--- config.mk ---
export PLATFORM = sky130hd
export DESIGN_NAME = chip8_display_flat
export DESIGN_NICKNAME = d
export VERILOG_FILES = /design/src/rtl/chip8_pkg.sv /design/src/rtl/chip8_display_if.sv /design/src/rtl/chip8_sprite_shift.sv /design/src/rtl/chip8_display.sv /design/src/flat_wrapper.sv
export SDC_FILE = /design/constraint.sdc
export NUM_CORES = 1
export LEC_CHECK = 0
export ABC_AREA = 1
export CORE_MARGIN = 2
export CORE_UTILIZATION = 54
export CTS_CLUSTER_DIAMETER = 30
export CTS_CLUSTER_SIZE = 28
export DETAILED_ROUTE_END_ITERATION = 6
export PLACE_DENSITY = 0.88
export REMOVE_ABC_BUFFERS = 1
export SETUP_SLACK_MARGIN = 0.02
export SLEW_MARGIN = 10
export SYNTH_ARGS = -nofsm -noshare
export SYNTH_HDL_FRONTEND = slang
export SYNTH_HIERARCHICAL = 1
export SYNTH_SLANG_ARGS = --single-unit
--- constraint.sdc ---
create_clock -name clk -period 2 [get_ports clk]
set_clock_uncertainty 0.1 [all_clocks]
set_input_delay 0.3 -clock clk [delete_from_list [all_inputs] [get_ports clk]]
set_output_delay 0.3 -clock clk [all_outputs]
set_load 0.03 [all_outputs]
--- src/rtl/chip8_pkg.sv ---
`default_nettype none
// +-----------------------------------------------------------------------+
// | chip8_pkg : CHIP-8 framebuffer geometry, draw FSM states, addr helper |
// | Revision  : 1.0                                                       |
// +-----------------------------------------------------------------------+
package chip8_pkg;

    localparam int DISP_W    = 64;
    localparam int DISP_H    = 32;
    localparam int ROW_BYTES = 8;

    typedef enum logic [2:0] {
        IDLE = 3'd0,
        RD0  = 3'd1,
        WR0  = 3'd2,
        RD1  = 3'd3,
        WR1  = 3'd4,
        DONE = 3'd5
    } state_e;

    // row*8 + byte column; both operands already wrapped by their widths
    function automatic logic [7:0] fb_addr(input logic [4:0] row, input logic [2:0] cb);
        return {row, cb};
    endfunction

endpackage
`default_nettype wire

--- src/rtl/chip8_display_if.sv ---
`default_nettype none
// +-----------------------------------------------------------------------+
// | chip8_display_if : draw request, completion and display RAM signals   |
// | Revision         : 1.0                                                |
// +-----------------------------------------------------------------------+
interface chip8_display_if;

    logic       draw;
    logic [5:0] x;
    logic [4:0] y;
    logic [3:0] row_index;
    logic [7:0] sprite_data;
    logic [7:0] display_in;
    logic [7:0] display_out;
    logic       display_we;
    logic [7:0] addr;
    logic       collision;
    logic       done;

    modport master (
        output draw, x, y, row_index, sprite_data, display_in,
        input  display_out, display_we, addr, collision, done
    );

    modport slave (
        input  draw, x, y, row_index, sprite_data, display_in,
        output display_out, display_we, addr, collision, done
    );

endinterface
`default_nettype wire

--- src/rtl/chip8_sprite_shift.sv ---
`default_nettype none
// +-----------------------------------------------------------------------+
// | chip8_sprite_shift : split a sprite row across two framebuffer bytes  |
// | Revision           : 1.0                                              |
// +-----------------------------------------------------------------------+
module chip8_sprite_shift (
    input  logic [7:0] sprite_data_i,
    input  logic [2:0] shift_i,
    output logic [7:0] hi_o,
    output logic [7:0] lo_o
);

    logic [15:0] w_shifted;

    assign w_shifted = {sprite_data_i, 8'h00} >> shift_i;
    assign hi_o      = w_shifted[15:8];
    assign lo_o      = w_shifted[7:0];

endmodule
`default_nettype wire

--- src/rtl/chip8_display.sv ---
`default_nettype none
// +-----------------------------------------------------------------------+
// | chip8_display : one DXYN sprite row read-XOR-write with collision     |
// | Revision      : 1.0                                                   |
// +-----------------------------------------------------------------------+
module chip8_display
    import chip8_pkg::*;
(
    input  logic             clk,
    input  logic             reset,
    chip8_display_if.slave   bus
);

    state_e     state_q;
    logic [4:0] row_q;
    logic [2:0] cb_q;
    logic [2:0] shift_q;
    logic [7:0] hi_q;
    logic [7:0] lo_q;
    logic [7:0] addr_q;
    logic [7:0] dout_q;
    logic       we_q;
    logic       coll_q;
    logic       done_q;

    logic [4:0] row_d;
    logic [7:0] hi_d;
    logic [7:0] lo_d;

    assign row_d = bus.y + 5'(bus.row_index);

    chip8_sprite_shift u_shift (
        .sprite_data_i (bus.sprite_data),
        .shift_i       (bus.x[2:0]),
        .hi_o          (hi_d),
        .lo_o          (lo_d)
    );

    // Outputs are set on the edge that enters a state, so each RD cycle
    // presents the address and the following WR cycle carries the data.
    always_ff @(posedge clk or negedge reset) begin
        if (!reset) begin
            state_q <= IDLE;
            row_q   <= '0;
            cb_q    <= '0;
            shift_q <= '0;
            hi_q    <= '0;
            lo_q    <= '0;
            addr_q  <= '0;
            dout_q  <= '0;
            we_q    <= 1'b0;
            coll_q  <= 1'b0;
            done_q  <= 1'b0;
        end else begin
            we_q   <= 1'b0;
            done_q <= 1'b0;
            case (state_q)
                IDLE: begin
                    if (bus.draw) begin
                        row_q   <= row_d;
                        cb_q    <= bus.x[5:3];
                        shift_q <= bus.x[2:0];
                        hi_q    <= hi_d;
                        lo_q    <= lo_d;
                        coll_q  <= 1'b0;
                        addr_q  <= fb_addr(row_d, bus.x[5:3]);
                        state_q <= RD0;
                    end
                end
                RD0: begin
                    dout_q  <= bus.display_in ^ hi_q;
                    we_q    <= 1'b1;
                    coll_q  <= coll_q | (|(bus.display_in & hi_q));
                    state_q <= WR0;
                end
                WR0: begin
                    if (shift_q != 3'd0) begin
                        addr_q  <= fb_addr(row_q, cb_q + 3'd1);
                        state_q <= RD1;
                    end else begin
                        done_q  <= 1'b1;
                        state_q <= DONE;
                    end
                end
                RD1: begin
                    dout_q  <= bus.display_in ^ lo_q;
                    we_q    <= 1'b1;
                    coll_q  <= coll_q | (|(bus.display_in & lo_q));
                    state_q <= WR1;
                end
                WR1: begin
                    done_q  <= 1'b1;
                    state_q <= DONE;
                end
                DONE: begin
                    state_q <= IDLE;
                end
                default: begin
                    state_q <= IDLE;
                end
            endcase
        end
    end

    assign bus.addr        = addr_q;
    assign bus.display_out = dout_q;
    assign bus.display_we  = we_q;
    assign bus.collision   = coll_q;
    assign bus.done        = done_q;

endmodule
`default_nettype wire

--- src/flat_wrapper.sv ---
// flat-port wrapper written by rule: the top's interface ports become plain ports
module chip8_display_flat import chip8_pkg::*;
  (clk, reset, bus_draw, bus_x, bus_y, bus_row_index, bus_sprite_data, bus_display_in, bus_display_out, bus_display_we, bus_addr, bus_collision, bus_done);
  chip8_display_if bus_i ();
  input  logic clk;
  input  logic reset;
  input wire logic [$bits(bus_i.draw)-1:0] bus_draw;
  input wire logic [$bits(bus_i.x)-1:0] bus_x;
  input wire logic [$bits(bus_i.y)-1:0] bus_y;
  input wire logic [$bits(bus_i.row_index)-1:0] bus_row_index;
  input wire logic [$bits(bus_i.sprite_data)-1:0] bus_sprite_data;
  input wire logic [$bits(bus_i.display_in)-1:0] bus_display_in;
  output wire logic [$bits(bus_i.display_out)-1:0] bus_display_out;
  output wire logic [$bits(bus_i.display_we)-1:0] bus_display_we;
  output wire logic [$bits(bus_i.addr)-1:0] bus_addr;
  output wire logic [$bits(bus_i.collision)-1:0] bus_collision;
  output wire logic [$bits(bus_i.done)-1:0] bus_done;
  assign bus_i.draw = bus_draw;
  assign bus_i.x = bus_x;
  assign bus_i.y = bus_y;
  assign bus_i.row_index = bus_row_index;
  assign bus_i.sprite_data = bus_sprite_data;
  assign bus_i.display_in = bus_display_in;
  assign bus_display_out = bus_i.display_out;
  assign bus_display_we = bus_i.display_we;
  assign bus_addr = bus_i.addr;
  assign bus_collision = bus_i.collision;
  assign bus_done = bus_i.done;
  chip8_display u_core (.clk(clk), .reset(reset), .bus(bus_i));
endmodule
==> impl_results.md <==
- Status: completed
- Max FO, Critical Path: 2
- Site Rows: 26
- Synth warnings: 6
- Initial Util: 56.2%
- Final ANT Viol Nets: 0
- Count of unique library cells instantiated by Yosys: 30
- ANT cells: 0
- Register area share after synthesis: between 40% and 50%
- RSZ-0062 raised after global routing: no
- Cell mode on critical path: nand2_1
- Number of synthesized flops with an enable pin: 0
- Cell accounting for the most synthesized area: dfrtp_1
- Post-Syn Area: ~0.0029 mm2
- Slew Limit Fails: 0
- Clock transition at path regs: roughly 0.08 ns
- Largest family of logic cells by synthesized area: simple AND/OR/NAND/NOR gates
- Routed length per instance: roughly 13 um
- Final setup fails: 0
- Total core area: 0.00514 mm2
- Worst setup margin: around 0.24 ns
- Met3 wire length: ~410 um
- # fillers: roughly 460
- CTS Buffer Depth: 2
- Synth top area share: 42.4%
- Post-CTS Setup Inserts: 0
- XOR/XNOR Fraction of Synth Area: 0.606%
- Mux contribution to synthesized area: 0%
- Slowest stage cell, crit path: fa_1
- List of most frequent post-synthesis cells: nand2_1, nand3_1, dfrtp_1, inv_1, o21ai_0
- Tot GR Track Use: a little under a quarter
- CTS sink count: about 50
- Adder-cell area share of the yosys netlist: 2.86%
- Post-CTS sizing: 0
- Hold crit path type: reg2reg
- Utilization after layout: about 70%
- Achievable Freq: 568 MHz
- CP startpoint kind: input pin
- DRT Pass-1 Iters: 6
- Initial antenna violation count: 0
- Hold buffer count at cts: 1
- Fin cells: 523
- LEAKAGE: 1.81 nW
- Routed wire length: 6540 um
- Vias in the first global route: approximately 2,600
- 1st-iter DRT viols: about 230
- Syn Area/Cell: around 7 um2
- Grt ovf: 0
- H-Tree Level Count: 2
- M1 wire length: approximately 2800 um
- TritonCTS clock tree: done
- Setup TNS: 0 ns
- P&R area growth vs syn: 23.0%
- Max-Cap Viols: 0
- Final min period: 1.76 ns
- Synth Flop Type: dfrtp_1
- Placed Instance Area: 0.00344 mm2
- Die extent in x: 77.1 um
- Root Buffer: clkbuf_8
- Max incr delay on CP: ~0.41 ns
- Tightest Pin Transition: 0.665 ns
- Pin count of the biggest net entering global routing: 40
- Met2 wire length: ~3200 um
- Async SR Flop Fraction: 100%
- Placed cell count: 515
- HPWL after DPL: 4900 um
- Final period util: approximately 88%
- Ports: 53
- Die height: 77.1 um
- Port Buffers: 52
- CP endpoint kind: register
- Slew HR: 55.7%
- Final GP Congestion: 0.892
- Final net count: 493
- Storage element area: 0.00123 mm2
- Multi-input logic area: ~0.0014 mm2
- Number of synthesized register bits: 49
- Worst setup path class: in2reg
- DR vias: 2,760
- First-pass GRT wire length: 11,400 um
- Final Cell Area: ~0.0036 mm2
- Final-report hold violation count: 0
- Largest cells by area after synthesis: dfrtp_1, nand2_1, nand3_1, inv_1, o21ai_0
- Critical-path cell list: clkdlybuf4s50_1, ha_1, fa_1, nand3_1, nand2_1, nand2_1, nand3_1, nand2_1, nand2_1
- Die ar.: 0.00595 mm2
- DRC viols: 0
- Post-Synthesis Cells: 402
- Max rail drop VDD: 0.000900 V
- Pre-CTS setup slack: -0.0530 ns
- PD cells: 1400 mW/mm2
- Worst path arrival time: around 1.9 ns
- Share of layout cells above drive strength 1: 6.84%
- Clock latency on the worst-skew pair: 0.30 ns
- Worst EP required: 2.10 ns
- Simple-Gate Fraction of Synth Area: a little over a third
- Number of buffers created by CTS: 5
- Compound-gate portion of the synthesized area: 8.10%
- Via density: 5.28
- Top layer used by detailed routing: met4
- Most frequent cell after synthesis: nand2_1
## kinds of logic (layout without fill, tap and decap cells)
kind of cell,count (synthesis),in the layout
buffers and inverters,58,109
DFF,49,49
and+or+nand+nor,244,244
adders and majority gates,6,6
AOI/OAI and AO/OA,42,42
other,1,1
xor gates and xnor gates,2,2
## critical path: cells and delay by family
family	cells	cell delay, ns
adder cells (fa/ha/maj)	2	0.64
buffers and inverters	1	0.40
AND/OR/NAND/NOR	6	0.51
## per-stage QoR
stage / total power [mW] / hold WS (ns)
floorplan: 3.38 / -0.0956
global placement: 4.17 / 0.266
detailed placement: 4.29 / 0.272
CTS: 4.97 / 0.379
global route: 5.36 / 0.401
finish: 4.98 / 0.375
## placed cells by master, fill, tap and decap left out
cell type          n
dfrtp_1           49
buf_2              1
fa_1               1
a21oi_1            4
nor2_4             3
nor2_2             1
nor2_1            15
o21ai_0           22
nand2_1          165
inv_2              5
nand3_1           50
inv_6              1
ha_1               5
xnor2_1            2
o211ai_1           1
conb_1             1
bufinv_16          1
clkbuf_8           5
nand2_2            2
clkdlybuf4s50_1   51
dlygate4sd3_1      1
buf_4              5
nand4_1            2
inv_1             37
nand2_4            2
nand3b_1           1
o21ai_1            7
o22ai_1            1
nand3_4            1
o21a_1             5
nor3_1             2
buf_12             1
o21ai_2            2
clkinv_2           1
## sequential cells by signal, indices dropped and copies added, names as in the netlist
signal / flops
u_core/row_q: 5
u_core/bus.done: 1
u_core/hi_q: 8
u_core/bus.display_out: 8
u_core/bus.addr: 8
u_core/bus.collision: 1
u_core/lo_q: 8
u_core/bus.display_we: 1
u_core/cb_q: 3
u_core/shift_q: 3
u_core/state_q: 3
## where the power goes
| part | total (mW) | internal, mW | switching [mW] |
|---|---|---|---|
| clock network | 0.674 | 0.363 | 0.310 |
| registers | 1.73 | 1.45 | 0.275 |
| logic | 2.57 | 0.968 | 1.60 |
| total | 4.98 | 2.79 | 2.19 |
## worst paths after layout
check	from	endpoint	slack [ns]	cells past startpoint
setup / recovery	bus_y[0]	u_core/bus.addr[7]	0.24	9
hold / removal	u_core/shift_q[2]	u_core/shift_q[2]	0.37	2
setup reg to reg	u_core/state_q[2]	u_core/bus.display_out[4]	0.30	8
hold reg to reg	u_core/shift_q[2]	u_core/shift_q[2]	0.37	2
max in group asynchronous	reset	u_core/hi_q[7]	0.72	3
min in group asynchronous	reset	u_core/row_q[0]	0.46	2
## layout make-up
type,count,share of cell area [%]
multi-input combinational,295,39.0
tap,70,2.46
sequential,49,34.5
timing repair buffer,59,16.4
clock buffer,5,1.94
inverter,43,4.68
clock inverter,2,0.986
## routing by layer
layer,GRT usage [%],vias to the layer above
li1,-,1364
met4,7.14,0
met2,39.7,113
met5,0,-
met1,31.1,1270
met3,4.24,13
Note: power is estimated with default switching activity, not from simulation.
